File: config.mk
export PLATFORM = sky130hd
export DESIGN_NAME = branch_target_predictor
export DESIGN_NICKNAME = d
export VERILOG_FILES = /design/src/rtl/branch_target_predictor.sv
export SDC_FILE = /design/constraint.sdc
export NUM_CORES = 1
export LEC_CHECK = 0
export CAP_MARGIN = 20
export CORE_MARGIN = 2
export CORE_UTILIZATION = 35
export DETAILED_ROUTE_END_ITERATION = 10
export HOLD_SLACK_MARGIN = 0.06
export SYNTH_ARGS = -nofsm -noshare
export SYNTH_HDL_FRONTEND = slang
export SYNTH_SLANG_ARGS = --single-unit
File: constraint.sdc
create_clock -name clk -period 8.75 [get_ports clk]
set_clock_uncertainty 0.05 [all_clocks]
set_input_delay 2.625 -clock clk [delete_from_list [all_inputs] [get_ports clk]]
set_output_delay 2.625 -clock clk [all_outputs]
set_load 0.02 [all_outputs]
File: src/rtl/branch_target_predictor.sv
// Direct-mapped BTB with a 2-bit saturating counter per entry; zero-latency lookup, MEM-stage training.
// Optional statistics counters are enabled by defining BP_STATS_EN.
module branch_target_predictor #(
    parameter int unsigned XLEN     = 32,
    parameter int unsigned ENTRIES  = 16,
    parameter int unsigned TAG_W    = 8,
    parameter logic [1:0]  CTR_INIT = 2'b01,
    parameter int unsigned STATS_W  = 32
) (
    input  logic            clk,
    input  logic            rst,
    input  logic            if_valid,
    input  logic [XLEN-1:0] if_pc,
    output logic            pred_taken,
    output logic [XLEN-1:0] pred_target,
    input  logic            upd_valid,
    input  logic [XLEN-1:0] upd_pc,
    input  logic            upd_is_jump,
    input  logic            upd_taken,
    input  logic [XLEN-1:0] upd_target,
    input  logic            upd_pred_taken,
    input  logic [XLEN-1:0] upd_pred_target,
    output logic            mispredict,
    output logic [XLEN-1:0] correct_pc
`ifdef BP_STATS_EN
    ,
    output logic [STATS_W-1:0] stat_updates,
    output logic [STATS_W-1:0] stat_mispredicts
`endif
);

    localparam int unsigned IDX_W = $clog2(ENTRIES);

    logic [ENTRIES-1:0] valid_q;
    logic [1:0]         ctr_q    [ENTRIES];
    logic [TAG_W-1:0]   tag_q    [ENTRIES];
    logic [XLEN-1:0]    target_q [ENTRIES];

    logic [IDX_W-1:0] lk_idx;
    logic [TAG_W-1:0] lk_tag;
    logic             lk_hit;
    logic [IDX_W-1:0] up_idx;
    logic [TAG_W-1:0] up_tag;
    logic             up_hit;

    logic       up_wr;
    logic       tgt_wr;
    logic       tag_wr;
    logic [1:0] ctr_d;

    // Lookup: purely combinational on registered table state.
    always_comb begin
        lk_idx      = if_pc[IDX_W+1:2];
        lk_tag      = if_pc[IDX_W+TAG_W+1:IDX_W+2];
        lk_hit      = valid_q[lk_idx] && (tag_q[lk_idx] == lk_tag);
        pred_taken  = if_valid && lk_hit && ctr_q[lk_idx][1];
        pred_target = pred_taken ? target_q[lk_idx] : if_pc + XLEN'(4);
    end

    // Resolution check; forced low while reset is asserted.
    always_comb begin
        mispredict = rst && upd_valid &&
                     ((upd_taken != upd_pred_taken) ||
                      (upd_taken && (upd_target != upd_pred_target)));
        correct_pc = (upd_valid && upd_taken) ? upd_target : upd_pc + XLEN'(4);
    end

    always_comb begin
        up_idx = upd_pc[IDX_W+1:2];
        up_tag = upd_pc[IDX_W+TAG_W+1:IDX_W+2];
        up_hit = valid_q[up_idx] && (tag_q[up_idx] == up_tag);
        up_wr  = 1'b0;
        tgt_wr = 1'b0;
        tag_wr = 1'b0;
        ctr_d  = ctr_q[up_idx];
        if (upd_valid) begin
            if (up_hit) begin
                up_wr = 1'b1;
                if (upd_is_jump) begin
                    ctr_d  = 2'b11;
                    tgt_wr = 1'b1;
                end else if (upd_taken) begin
                    ctr_d  = (ctr_q[up_idx] == 2'b11) ? 2'b11 : ctr_q[up_idx] + 2'd1;
                    tgt_wr = 1'b1;
                end else begin
                    ctr_d  = (ctr_q[up_idx] == 2'b00) ? 2'b00 : ctr_q[up_idx] - 2'd1;
                end
            end else if (upd_taken) begin
                // Allocate by overwriting whatever entry sits at this index.
                up_wr  = 1'b1;
                tgt_wr = 1'b1;
                tag_wr = 1'b1;
                ctr_d  = upd_is_jump ? 2'b11 : 2'b10;
            end
        end
    end

    always_ff @(posedge clk or negedge rst) begin
        if (!rst) begin
            valid_q <= '0;
            for (int unsigned i = 0; i < ENTRIES; i++) begin
                ctr_q[i] <= CTR_INIT;
            end
        end else if (up_wr) begin
            valid_q[up_idx] <= 1'b1;
            ctr_q[up_idx]   <= ctr_d;
        end
    end

    // Tags and targets are qualified by valid, so they carry no reset.
    always_ff @(posedge clk) begin
        if (rst && tgt_wr) begin
            target_q[up_idx] <= upd_target;
        end
        if (rst && tag_wr) begin
            tag_q[up_idx] <= up_tag;
        end
    end

`ifdef BP_STATS_EN
    always_ff @(posedge clk or negedge rst) begin
        if (!rst) begin
            stat_updates     <= '0;
            stat_mispredicts <= '0;
        end else begin
            if (upd_valid && (stat_updates != '1)) begin
                stat_updates <= stat_updates + STATS_W'(1);
            end
            if (mispredict && (stat_mispredicts != '1)) begin
                stat_mispredicts <= stat_mispredicts + STATS_W'(1);
            end
        end
    end
`endif

endmodule

==> results by stage, run 1 <==
STA:
- The number of pins with negative max-slew slack in the final report is 0.
- The setup violation total in the final timing report is 0.
- Static timing analysis puts the maximum clock frequency at 116 MHz.
- Setup repair after global routing left no endpoint under its margin.
- The sum of negative setup slack is 0 ns.
- Hold timing on the final database bottoms out at a slack of 0.441 ns.
- In the finished design, the share of the clock period the worst path needs comes to 98.7%.
- The shortest period the worst path allows is 8.63 ns.
- The worst relative slew slack is 29.1%.
- Setup slack closes at 0.117 ns.
- For the pin with the worst max-slew slack, the measured transition is 1.06 ns.
- The final hold violation count is 0.

Clock network:
- Clock-pin slew was measured on the worst setup and hold paths at 0.06 ns.
- The maximum clock insertion buffer count is 3.
- The clock tree root buffer cell is clkbuf_16.
- The number of levels the H-tree was split into is 3.
- For this design, the sink count on the clock tree is 688.
- Buffers inserted during clock tree synthesis total 75.
- The clock tree from TritonCTS is yes.
- The clock network latency to the later pin of the worst-skew pair is 0.61 ns.

Finish:
- The count of fill cells added during filler insertion is 7,585.
- The post-route netlist has 27.0% of its cells at a drive strength greater than 1.
- Once layout is complete, the cells apart from fillers number 3,202.
- The area of the multi-input gates is 9760 µm².
- The net count of the finished layout is 2,129.
- The storage element area is 20,400 µm².
- The final cell utilization of the core is 42.8%.
- The antenna diode count is 0.
- The area growth from synthesis to final layout is 21.2%.

Yosys:
- The most common cell in the synthesized netlist is edfxtp_1.
- In this run, synthesis produced a sequential element count of 688.
- By area the synthesized netlist is led by edfxtp_1 63%, mux4_2 17%, dfrtp_1 2.6%, mux2i_1 1.5%, xor2_1 1.5%.
- Yosys mapped a number of flops with a built-in enable equal to 640.
- In the synthesized netlist the dominant register cell turns out to be edfxtp_1.
- The number of distinct library cells after synthesis is 55.
- edfxtp_1 takes more of the synthesized area than any other cell.
- The warning count from the yosys run is 0.
- The post-synthesis instance area is 30,700 µm².
- The cell count after synthesis came out at 1,688.
- The top-area cell type share of the netlist area is 62.6%.
- The number of nets handed over by synthesis was 1,828.
- A synthesized cell averages 18.2 µm².
- Ranked by instance count, the synthesized netlist is headed by 640 x edfxtp_1, 236 x mux4_2, 82 x nand2_1.
- Summing the sequential cell areas from Yosys gives 66.6% of the chip area.
- After synthesis, the share of flip-flops with an asynchronous set or reset is 6.98%.

Worst setup path:
- The worst register-to-register path has a depth of 10.
- The worst setup slack for register-to-register paths is 4.48 ns.
- The endpoint class of the critical path is an output pin.
- The worst setup path is of the in2out kind.
- The critical path starts at if_pc[2].
- The nature of the critical path startpoint is a primary input.
- The worst endpoint data arrival time is 5.96 ns.
- Of all nets on the critical path, the largest fanout is 32.
- Data on the critical path is required at its endpoint by 6.08 ns.
- The critical register-to-register path endpoint is target_q[0][20]$_DFFE_PP_.
- The startpoint of the worst register-to-register path is tag_q[10][7]$_DFFE_PP_.

GRT:
- Global routing used 19.8% of the available tracks.
- The number of antenna violations at the first check in global routing is 1.
- The number of global-route vias before repair is 18,000.
- The first global-routing pass estimated 127,000 µm of wire.
- For this run the aggregate overflow at the end of global routing stands at 0.
- Entering global routing, the biggest net connects 115 pins.

Floorplan:
- The height of the die is 300 µm.
- In this run the standard cell core region covers 86,900 µm².
- The top-level port count is 201.
- The initial utilization of the core area, before any placement, comes to 35.3%.
- The cell row count is 108.
- Measured along the x axis, the die boundary spans 300 µm.
- The die covers 90,100 µm².

Min path:
- The worst min-delay path class is reg2reg.
- Counting instances, the worst hold path has a depth of 2.
- In this run the most critical hold path is launched from ctr_q[26]$_DFFE_PN1P_.
- The worst hold path terminates at ctr_q[26]$_DFFE_PN1P_.

Drt:
- The initial detailed-routing violation count is 2,030.
- The count of nets left with antenna violations once routing finished came out at 0.
- Using the TritonRoute via totals, the vias-per-cell ratio works out to 5.52.
- The final routed wire length divided by cell count is 28.0 µm.
- The first detailed-routing pass ran for 8 iterations.
- The count of vias placed by the detailed router is 17,700.
- After detailed routing, the number of remaining DRC violations is 0.
- The total wire length after detailed routing is 89,600 µm.

Power:
- The power spent charging and discharging nets is 1690 µW.
- The internal power of the cells totals 5820 µW.
- Power spread over the standard cell area amounts to 202 nW/µm².
- The clock network burns 41.7% of the power.
- The reported leakage power is 0.0122 µW.
- Of the total power, combinational logic draws 9.1%.
- The switching share of power is 22.5%.
- The worst supply voltage drop on vdd is 0.150 mV.
- Sequential cells burn 49.1% of the power.

Placement:
- At the placement stage, the worst setup path has a slack of -0.0954 ns.
- The count of placed standard cells including taps is 3,064.
- Input and output buffers added on the ports amount to 200.
- The final estimated routing congestion in global placement is 0.923.
- The HPWL after detailed placement is 55,700 µm.

Job:
- The tool flagged a number of max-cap violations equal to 0.

Status:
- The flow ran to the end, and the final reports show no timing, DRC or antenna violations.
[through the flow]
stage	instance area [µm²]	power, µW
2_1_floorplan	30700	4120
3_3_place_gp	34800	4440
3_5_place_dp	34800	4450
4_1_cts	37200	7570
5_1_grt	37200	7750
6_report	37200	7510
[flip-flops by register name, summed over array words and instances, names as in the netlist]
register  cells
tag_q       128
valid_q      16
ctr_q        32
target_q    512
[how the worst max path moves through the flow]
stage               cells after the start              to
floorplan                               9  pred_target[2]
global placement                       10  pred_target[5]
detailed placement                     10  pred_target[1]
CTS                                    10  pred_target[1]
global route                           10  pred_target[1]
finish                                 10  pred_target[1]
[final cells by class]
type	instances	area share [%]
Clock buffer	96	5.42
Multi-Input combinational cell	862	26.2
Timing Repair Buffer	319	7.97
Tap cell	1155	3.88
Clock inverter	39	1.12
Sequential cell	688	54.9
Inverter	43	0.434
[worst max-delay path, cell delays in order]
cell and delay [ns]:
buf_8 0.16, buf_4 0.22, mux4_2 0.51, mux4_2 0.48, xnor2_1 0.15, nand2_1 0.12
or4_2 0.71, buf_12 0.22, mux2_4 0.34, dlygate4sd2_1 0.32
[cell families after synthesis]
| logic type | Yosys count | synth area share [%] |
|---|---|---|
| flip-flops | 688 | 66.6 |
| multiplexers | 328 | 20.9 |
| AND/OR/NAND/NOR | 269 | 4.16 |
| AO/OA/AOI/OAI | 157 | 3.21 |
| buffers and inverters | 138 | 2.01 |
| XOR/XNOR | 101 | 2.88 |
| adder cells (fa/ha/maj) | 7 | 0.269 |
[power groups by stage]
| stage | sequential [µW] | combinational (µW) | clock (µW) |
|---|---|---|---|
| final | 3690 | 686 | 3130 |
| after global routing | 3690 | 731 | 3320 |
| after CTS | 3690 | 689 | 3190 |
| after detailed placement | 3760 | 694 | 0 |
| after global placement | 3750 | 684 | 0 |
| after floorplan | 3750 | 371 | 0 |
[cells in the final DEF (no fill, tap or decap), drive strengths merged, types with 50 or more instances in the layout]
| cell type | n |
|---|---|
| buf | 126 |
| clkbuf | 97 |
| clkdlybuf4s50 | 160 |
| edfxtp | 640 |
| mux4 | 236 |
| nand2 | 82 |
| nor2 | 69 |
| o21ai | 71 |
| xnor2 | 50 |
| xor2 | 51 |
[routing by layer]
| layer | up-vias | track usage [%] | wire length, µm | part of all wire [%] |
|---|---|---|---|---|
| met5 | - | 0 | 0 | 0 |
| met4 | 0 | 6.31 | 2660 | 3.0 |
| met3 | 144 | 5.20 | 8460 | 9.4 |
| met2 | 877 | 30.9 | 42100 | 47 |
| met1 | 9233 | 27.0 | 36400 | 41 |
| li1 | 7432 | - | - | - |
[what timing repair did]
item                                    in CTS  in global routing
resized for setup                           33                  0
setup buffers                                0                  0
endpoints found under the setup margin      32                  0
hold buffers                                 0                  0
endpoints found under the hold margin        0                  0
Power figures use the tool's default switching activity.
==> run 2, diff against run 1 <==
ABC_AREA = 1   (was not set)
GPL_TIMING_DRIVEN = 1   (was not set)
RECOVER_POWER = 25   (was not set)
==> run 2 against run 1 <==
Compared with the run above: the flow now finishes with violations (max-capacitance violations, max-slew violations); first-iteration DRC count increased by 50%; largest power group unchanged; area after synthesis increased by 4.0%; critical path type unchanged; via count grew 41%; largest cell class unchanged; die area is 3.9% higher.
==> results by stage, run 2 <==
Status:
- Outcome: finished, violations left (was finished clean).
- The checks that failed: max-capacitance violations, max-slew violations.

Worst setup path:
- CP Cell Sequence: clkdlybuf4s50_1 > inv_1 > nor3_1 > nand4_1 > nor2_1 > nand3_1 > inv_1 > nand4_1 > nor2_1 > nand3_1 > xnor2_1 > nand2_1 > nand2_1 > clkdlybuf4s50_1 (was buf_8 > buf_4 > mux4_2 > mux4_2 > xnor2_1 > nand2_1 > or4_2 > buf_12 > mux2_4 > dlygate4sd2_1).
- The nature of the critical path startpoint is a primary input (unchanged).
- The kind of critical path is in2out (unchanged).
- The start point of the critical path is upd_pc[6] (was if_pc[2]).
- The endpoint class of the critical path is an output pin (unchanged).
- The startpoint of the worst register-to-register path is tag_q[10][4]$_DFFE_PP_ (was tag_q[10][7]$_DFFE_PP_).
- The worst endpoint data arrival time was 5.92 ns (was 5.96 ns).
- The largest fanout on the critical path came to 3 (was 32).
- The stage delay of the slowest cell on the critical path is 0.60 ns (was 0.71 ns).
- The family of cells with the greatest summed delay on the critical path is simple AND/OR/NAND/NOR gates (was multiplexers).
- The cell with the largest stage delay on the worst path is clkdlybuf4s50_1 (was or4_2).
- The worst path buffer plus inverter count is 4 (unchanged).
- The data required time of the critical path was 6.08 ns (about the same).

Floorplan:
- The core region area came to 90,100 µm² (was 86,900 µm²).
- The initial core utilization is 35.4% (was 35.3%).
- The height of the die is 306 µm (was 300 µm).
- The die boundary width is 306 µm (was 300 µm).
- The cell row count is 110 (was 108).
- The top-level port count is 201 (unchanged).
- The floorplan die area was 93,600 µm² (was 90,100 µm²).

Finish:
- The fraction of final layout cells with drive strength greater than 1 came to 9.48% (was 27.0%).
- The most frequent standard cell in the layout excluding fill and tap cells is edfxtp_1 (unchanged).
- Registers with the most flip-flops: target_q x512, tag_q x128, ctr_q x32 (unchanged).
- The largest register by flop count is target_q (unchanged).
- Commonest non-fill, non-tap cells in the layout: 640 x edfxtp_1, 583 x nand2_1, 411 x nor2_1 (was 640 x edfxtp_1, 236 x mux4_2, 160 x clkdlybuf4s50_1).
- The net total in the final layout is 3,452 (was 2,129).
- The number of flip-flops in the largest register is 512 (unchanged).
- The final cell utilization of the core is 42.3% (was 42.8%).
- The area growth from synthesis to final layout is 19.4% (was 21.2%).
- The count of fill cells added during filler insertion is 8,456 (was 7,585).

Drt:
- The uppermost metal layer occupied by signal nets is met5 (was met4).
- The length of the first detailed-routing pass in iterations is 5 (was 8).
- The via count normalized by instance count is 5.48 (was 5.52).
- The final routed wire length divided by cell count is 23.8 µm (was 28.0 µm).
- The met1 routed wirelength after detailed routing is 46,500 µm (was 36,400 µm).
- The total wire length after detailed routing is 108,000 µm (was 89,600 µm).
- The number of antenna-violating nets in the routed design came to 0 (unchanged).
- The count of vias placed by the detailed router is 25,000 (was 17,700).
- The detailed route wirelength on metal2 is 47,200 µm (was 42,100 µm).
- The initial detailed-routing violation count is 3,041 (was 2,030).
- The sum of met3 wire segment lengths after detailed routing is 12,200 µm (was 8460 µm).
- The number of DRC violations after detailed routing is 0 (unchanged).

GRT:
- The maximum number of pins on one net before global-route repair is 105 (was 115).
- The number of global-route vias before repair is 23,300 (was 18,000).
- The number of antenna violations at the first check in global routing is 5 (was 1).
- The wire length of the first global-routing pass is 157,000 µm (was 127,000 µm).
- The total overflow reported by the global router was 0 (unchanged).
- The aggregate global-route resource usage is 22.8% (was 19.8%).

Yosys:
- Dominant cells by area after synthesis: edfxtp_1 60%, nand2_1 6.9%, o21ai_0 6.1%, nor2_1 5.1%, dfrtp_1 2.5% (was edfxtp_1 63%, mux4_2 17%, dfrtp_1 2.6%, mux2i_1 1.5%, xor2_1 1.5%).
- The cell count after synthesis came to 3,091 (was 1,688).
- The mean post-synth cell area is 10.3 µm² (was 18.2 µm²).
- The xor/xnor share of the synthesized area is 1.54% (was 2.88%).
- The cell accounting for the most synthesized area is edfxtp_1 (unchanged).
- The warning count from the yosys run is 0 (unchanged).
- The number of distinct library cells after synthesis is 56 (was 55).
- Commonest cells in the synthesized netlist: 640 x edfxtp_1, 583 x nand2_1, 430 x nor2_1 (was 640 x edfxtp_1, 236 x mux4_2, 82 x nand2_1).
- The multiplexer fraction of the synthesized cell area is 0% (was 20.9%).
- The sequential share of the synthesized area was 64.0% (was 66.6%).
- The primary flip-flop cell chosen by synthesis mapping is edfxtp_1 (unchanged).
- The post-synthesis instance area is 31,900 µm² (was 30,700 µm²).
- The top-area cell type share of the netlist area is 60.2% (was 62.6%).
- The total nets after synthesis is 3,231 (was 1,828).
- The combinational family with the most area after synthesis was simple AND/OR/NAND/NOR gates (was multiplexers).
- The proportion of synthesized flip-flops having asynchronous set or reset was 6.98% (unchanged).
- The flop and latch count out of synthesis is 688 (unchanged).
- The number of flops mapped to enable cells by yosys is 640 (unchanged).
- The most repeated cell in the gate-level netlist after synthesis is edfxtp_1 (unchanged).
- The fraction of the mapped netlist area in simple logic gates is 15.7% (was 4.16%).
- The fraction of the mapped netlist area in compound gates was 13.1% (was 3.21%).
- The share of synthesized cell area in full adder, half adder and majority cells is 0.227% (was 0.269%).

Placement:
- The half-perimeter wire length after detailed placement is 69,600 µm (was 55,700 µm).
- The final estimated routing congestion in global placement is 0.928 (was 0.923).
- The count of buffers from port buffering is 200 (unchanged).

STA:
- The sum of negative setup slack came to 0 ns (unchanged).
- The transition at the pin with the smallest max-transition slack was 2.70 ns (was 1.06 ns).
- Setup repair after global routing missed its margin: no (unchanged).
- The final clock period utilization by the worst path is 98.2% (was 98.7%).
- The worst relative slew slack is -80.2% (was 29.1%).
- The setup violation total in the final timing report is 0 (unchanged).
- The final hold violation count is 0 (unchanged).
- The shortest period the worst path allows is 8.59 ns (was 8.63 ns).
- The achievable clock frequency was 116 MHz (about the same).
- The number of pins with negative max-slew slack in the final report was 50 (was 0).

Clock network:
- The post-CTS setup buffer count was 0 (unchanged).
- The clock network latency to the later pin of the worst-skew pair was 0.64 ns (was 0.61 ns).
- The clock tree from TritonCTS is yes (unchanged).
- The clock tree root buffer cell is clkbuf_16 (unchanged).
- The post-CTS resize count was 0 (was 33).
- The maximum clock insertion buffer count was 3 (unchanged).
- The number of sinks handled by clock tree synthesis is 688 (unchanged).
- The hold buffer count at CTS is 0 (unchanged).
- The clock-pin slew reported for the worst setup and hold paths after clock tree synthesis was 0.05 ns (was 0.06 ns).
- The clock buffer count from CTS came to 74 (was 75).
- The number of levels the H-tree was split into came to 3 (unchanged).

Min path:
- The startpoint of the most critical hold path is ctr_q[12]$_DFFE_PN1P_ (was ctr_q[26]$_DFFE_PN1P_).
- The worst min-delay path class is reg2reg (unchanged).

Job:
- The max-cap violation count came to 1 (was 0).

Power:
- The total power divided by cell area was 200 nW/µm² (was 202 nW/µm²).
- The total power after layout was 7620 µW (was 7510 µW).
- The reported leakage power came to 0.0138 µW (was 0.0122 µW).
- The worst supply voltage drop on vdd came to 0.119 mV (was 0.150 mV).
run 2: cell types whose count changed in the layout (fill, tap and decap cells not counted), sizes merged, moves of 86 or more:
cell,before,now
mux4,236,0
o21ai,71,423
nor2,69,444
nand3,37,128
inv,45,221
o22ai,4,90
nand2,82,590
run 2: layout make-up:
cell class,instances,area [µm²],area share (%)
Multi-Input combinational cell,1992,9870,25.9
Antenna cell,1,2.50,0.00657
Sequential cell,688,20400,53.6
Clock buffer,88,1950,5.11
Timing Repair Buffer,328,3020,7.92
Tap cell,1176,1470,3.86
Inverter,228,868,2.28
Clock inverter,50,484,1.27
run 2: final timing paths:
check,endpoint,slack [ns],depth (start not counted)
max,correct_pc[30],0.16,14
min,ctr_q[12]$_DFFE_PN1P_,0.42,2
max reg2reg,target_q[2][17]$_DFFE_PP_,4.75,16
min reg2reg,ctr_q[12]$_DFFE_PN1P_,0.42,2
max in group asynchronous,ctr_q[9]$_DFFE_PN0P_,4.17,2
min in group asynchronous,ctr_q[23]$_DFFE_PN0P_,2.95,2
run 2: cells by family (layout without fill, tap and decap cells):
family                     Yosys count  after routing
xor gates and xnor gates            56             56
AOI/OAI and AO/OA                  724            724
other                                0              1
buffers and inverters              411            694
adders and majority gates            6              6
and+or+nand+nor                   1206           1206
DFF                                688            688
run 2: report_power, final:
part / switching (µW) / internal [µW] / leakage (µW)
registers: 25.9 / 3660 / 0.00629
logic: 533 / 265 / 0.00637
clock network: 1350 / 1790 / 0.00119
total: 1910 / 5710 / 0.0138
run 2: per-layer routing:
metal | vias to the layer above | GRT usage, %
met5 | - | 0
met4 | 4 | 6.32
met3 | 168 | 5.01
met2 | 1327 | 34.1
met1 | 12200 | 33.4
li1 | 11300 | -
run 2: stage by stage:
stage	setup WS (ns)	cell area, µm²	std cells	hold slack, ns
2_1_floorplan	1.54	31900	3091	0.381
3_3_place_gp	0.247	35700	4411	0.395
3_5_place_dp	0.203	35700	4412	0.406
4_1_cts	0.185	38200	4550	0.420
5_1_grt	0.00310	38100	4550	0.424
6_report	0.159	38100	4551	0.416
run 2: worst register-to-register path, stage by stage, from the launching register on:
cell and delay [ns]:
edfxtp_1 0.33, o21ai_0 0.07, o21ai_0 0.45, nand2_1 0.09, nand2_1 0.08, inv_1 0.06
nand2_1 0.10, nand2_1 0.06, nand2_1 0.10, nand3_1 0.07, nor2_1 0.24, nand2_2 0.14
nand2_4 0.31, o211ai_4 0.32, buf_16 0.26, nor2_4 0.56, buf_4 0.39
==> run 3, diff against run 2 <==
CORE_MARGIN = 3   (was 2)
==> run 3 against run 2 <==
Compared with the run above: critical path type unchanged; the run still ends with max-capacitance violations, max-slew violations left; via count barely moved; critical path depth is 2 lower; non-clock buffer count grew 7.
==> results by stage, run 3 (same netlist as run 2, synthesis figures left out) <==
Status:
- Outcome: finished, violations left (unchanged).
- Violated checks: max-capacitance violations, max-slew violations (unchanged).

Placement:
- The instance area at placement is 35,800 µm² (was 35,700 µm²).
- The half-perimeter wire length after detailed placement is 69,500 µm (was 69,600 µm).
- The count of buffers from port buffering is 200 (unchanged).
- The final estimated routing congestion in global placement is 0.905 (was 0.928).

Worst setup path:
- The worst setup slack for register-to-register paths is 4.91 ns (was 4.75 ns).
- The startpoint of the worst register-to-register path is tag_q[4][2]$_DFFE_PP_ (was tag_q[10][4]$_DFFE_PP_).
- The worst reg-to-reg path cell count is 17 (was 16).
- The capturing instance or port of the critical path is correct_pc[26] (was correct_pc[30]).
- The cell with the largest stage delay on the worst path is clkdlybuf4s50_1 (unchanged).
- The endpoint class of the critical path is an output pin (unchanged).
- The nature of the critical path startpoint is a primary input (unchanged).
- The worst endpoint data arrival time is 5.79 ns (was 5.92 ns).
- The kind of critical path is in2out (unchanged).
- The start point of the critical path is upd_pc[7] (was upd_pc[6]).
- The data required time of the critical path is 6.08 ns (about the same).
- The largest fanout on the critical path is 4 (was 3).
- The cell depth of the worst setup path was 12 (was 14).
- The worst path buffer plus inverter count is 4 (unchanged).
- The family of cells with the greatest summed delay on the critical path is buffers and inverters (was simple AND/OR/NAND/NOR gates).
- CP Cell Sequence: dlygate4sd3_1 > inv_1 > nor3_1 > buf_4 > nand4_1 > nor3_1 > nand3_1 > nor3_1 > xor2_1 > nand2_1 > o21ai_0 > clkdlybuf4s50_1 (was clkdlybuf4s50_1 > inv_1 > nor3_1 > nand4_1 > nor2_1 > nand3_1 > inv_1 > nand4_1 > nor2_1 > nand3_1 > xnor2_1 > nand2_1 > nand2_1 > clkdlybuf4s50_1).
- The stage delay of the slowest cell on the critical path is 0.66 ns (was 0.60 ns).
- The critical register-to-register path endpoint is target_q[13][24]$_DFFE_PP_ (was target_q[2][17]$_DFFE_PP_).
- The cell occurring most often along the worst timing path is nor3_1.

Drt:
- The number of DRC violations after detailed routing was 0 (unchanged).
- The sum of met3 wire segment lengths after detailed routing is 12,500 µm (was 12,200 µm).
- The total wire length after detailed routing is 110,000 µm (was 108,000 µm).
- The count of vias placed by the detailed router is 25,000 (about the same).
- The met1 routed wirelength after detailed routing is 47,100 µm (was 46,500 µm).
- The length of the first detailed-routing pass in iterations was 5 (unchanged).
- The final routed wire length divided by cell count was 24.2 µm (was 23.8 µm).
- The initial detailed-routing violation count is 2,961 (was 3,041).
- The via count normalized by instance count is 5.49 (was 5.48).
- The uppermost metal layer occupied by signal nets is met5 (unchanged).
- The number of antenna-violating nets in the routed design was 0 (unchanged).
- The detailed route wirelength on metal2 is 47,500 µm (was 47,200 µm).

STA:
- The setup violation total in the final timing report is 0 (unchanged).
- The transition at the pin with the smallest max-transition slack is 2.79 ns (was 2.70 ns).
- The achievable clock frequency came to 118 MHz (was 116 MHz).
- Setup repair after global routing missed its margin: no (unchanged).
- The sum of negative setup slack is 0 ns (unchanged).
- The tightest hold margin is 0.416 ns (about the same).
- The worst relative slew slack is -86.0% (was -80.2%).
- The final clock period utilization by the worst path is 96.7% (was 98.2%).
- The number of pins with negative max-slew slack in the final report was 50 (unchanged).
- The final hold violation count was 0 (unchanged).
- The shortest period the worst path allows is 8.47 ns (was 8.59 ns).

Finish:
- The fraction of final layout cells with drive strength greater than 1 came to 9.49% (was 9.48%).
- The net total in the final layout was 3,459 (was 3,452).
- The most frequent standard cell in the layout excluding fill and tap cells is edfxtp_1 (unchanged).
- The post-layout instance area is 38,200 µm² (was 38,100 µm²).
- Commonest non-fill, non-tap cells in the layout: 640 x edfxtp_1, 582 x nand2_1, 412 x nor2_1 (was 640 x edfxtp_1, 583 x nand2_1, 411 x nor2_1).
- The largest register by flop count is target_q (unchanged).
- Registers with the most flip-flops: target_q x512, tag_q x128, ctr_q x32 (unchanged).
- The number of flip-flops in the largest register came to 512 (unchanged).
- The area growth from synthesis to final layout is 19.8% (was 19.4%).

Power:
- The combinational share of power was 10.4% (was 10.5%).
- The total power divided by cell area is 200 nW/µm² (about the same).
- The internal power summed over all cells was 5790 µW (was 5710 µW).
- The power spent charging and discharging nets is 1860 µW (was 1910 µW).
- The total power after layout was 7650 µW (was 7620 µW).
- The reported leakage power is 0.0139 µW (was 0.0138 µW).
- The part of the total power dissipated in the clock network is 41.4% (was 41.2%).
- The relative contribution of sequential cells to total power is 48.1% (was 48.3%).
- The worst supply voltage drop on vdd came to 0.135 mV (was 0.119 mV).
- The switching share of power is 24.4% (was 25.0%).

Clock network:
- The post-CTS setup buffer count is 0 (unchanged).
- The clock tree from TritonCTS is yes (unchanged).
- The hold buffer count at CTS came to 0 (unchanged).
- The maximum clock insertion buffer count came to 3 (unchanged).
- The clock-pin slew reported for the worst setup and hold paths after clock tree synthesis came to 0.05 ns (about the same).
- The number of sinks handled by clock tree synthesis came to 688 (unchanged).
- The clock tree root buffer cell is clkbuf_16 (unchanged).
- The number of levels the H-tree was split into came to 3 (unchanged).
- The clock buffer count from CTS is 74 (unchanged).
- The clock network latency to the later pin of the worst-skew pair is 0.62 ns (was 0.64 ns).

GRT:
- The wire length of the first global-routing pass is 158,000 µm (was 157,000 µm).
- The aggregate global-route resource usage is 22.7% (was 22.8%).
- The total overflow reported by the global router is 0 (unchanged).
- The maximum number of pins on one net before global-route repair is 182 (was 105).
- The number of antenna violations at the first check in global routing was 5 (unchanged).
- The number of global-route vias before repair came to 23,400 (was 23,300).

Min path:
- The worst hold path stage count is 2 (unchanged).
- The worst min-delay path class is reg2reg (unchanged).

Floorplan:
- The initial core utilization was 35.4% (unchanged).
- The floorplan die area is 94,800 µm² (was 93,600 µm²).
- The die boundary width is 308 µm (was 306 µm).
- The cell row count is 110 (unchanged).
- The top-level port count is 201 (unchanged).
- The core region area was 90,100 µm² (unchanged).
- The height of the die is 308 µm (was 306 µm).

Job:
- The max-cap violation count is 1 (unchanged).
==> run 3: power by group through the flow <==
stage	clock network (µW)	registers, µW	logic (µW)
6_report	3170	3680	798
5_1_grt	3340	3690	864
4_1_cts	3200	3680	793
3_5_place_dp	0	3750	788
3_3_place_gp	0	3750	785
2_1_floorplan	0	3740	409
==> run 3: cell type report <==
type                       count  area (µm²)
fill                        8521       51900
sequential                   688       20400
multi-input combinational   1992        9870
timing repair buffer         335        3140
clock buffer                  90        1960
tap                         1176        1470
inverter                     228         868
clock inverter                40         468
antenna                        2        5.00
==> run 3: worst min-delay path by stage <==
stage | end | slack [ns] | start
final | ctr_q[12]$_DFFE_PN1P_ | 0.42 | ctr_q[12]$_DFFE_PN1P_
after global routing | ctr_q[12]$_DFFE_PN1P_ | 0.43 | ctr_q[12]$_DFFE_PN1P_
after CTS | ctr_q[12]$_DFFE_PN1P_ | 0.42 | ctr_q[12]$_DFFE_PN1P_
after detailed placement | ctr_q[12]$_DFFE_PN1P_ | 0.41 | ctr_q[12]$_DFFE_PN1P_
after global placement | ctr_q[12]$_DFFE_PN1P_ | 0.41 | ctr_q[12]$_DFFE_PN1P_
after floorplan | valid_q[10]$_DFFE_PN0P_ | 0.38 | valid_q[10]$_DFFE_PN0P_
==> run 3: per-layer routing <==
layer / vias up / global-route usage, %
met5: - / 0
met4: 2 / 6.44
met3: 162 / 5.11
met1: 12200 / 33.3
met2: 1349 / 33.9
li1: 11300 / -
==> run 3: tightest hold or removal path: stages (launching register included) <==
cell and delay [ns]:
dfstp_2 0.36, nand2_1 0.05, nand2_1 0.05
==> run 3: repair_timing <==
item,4_1_cts,5_1_grt
pin swaps,0,0
resized for setup,1,5
cloned,0,1
endpoints found under the setup margin,1,23
endpoints found under the hold margin,0,0
==> run 3: through the flow <==
| step | utilization, % | setup WS [ns] | instances |
|---|---|---|---|
| finish | 42.4 | 0.285 | 4551 |
| detailed placement | 39.7 | 0.0109 | 4417 |
| global placement | 39.7 | 0.0190 | 4417 |
| CTS | 42.4 | 0.0806 | 4547 |
| global route | 42.4 | 0.0604 | 4549 |
| floorplan | - | 1.54 | 3091 |
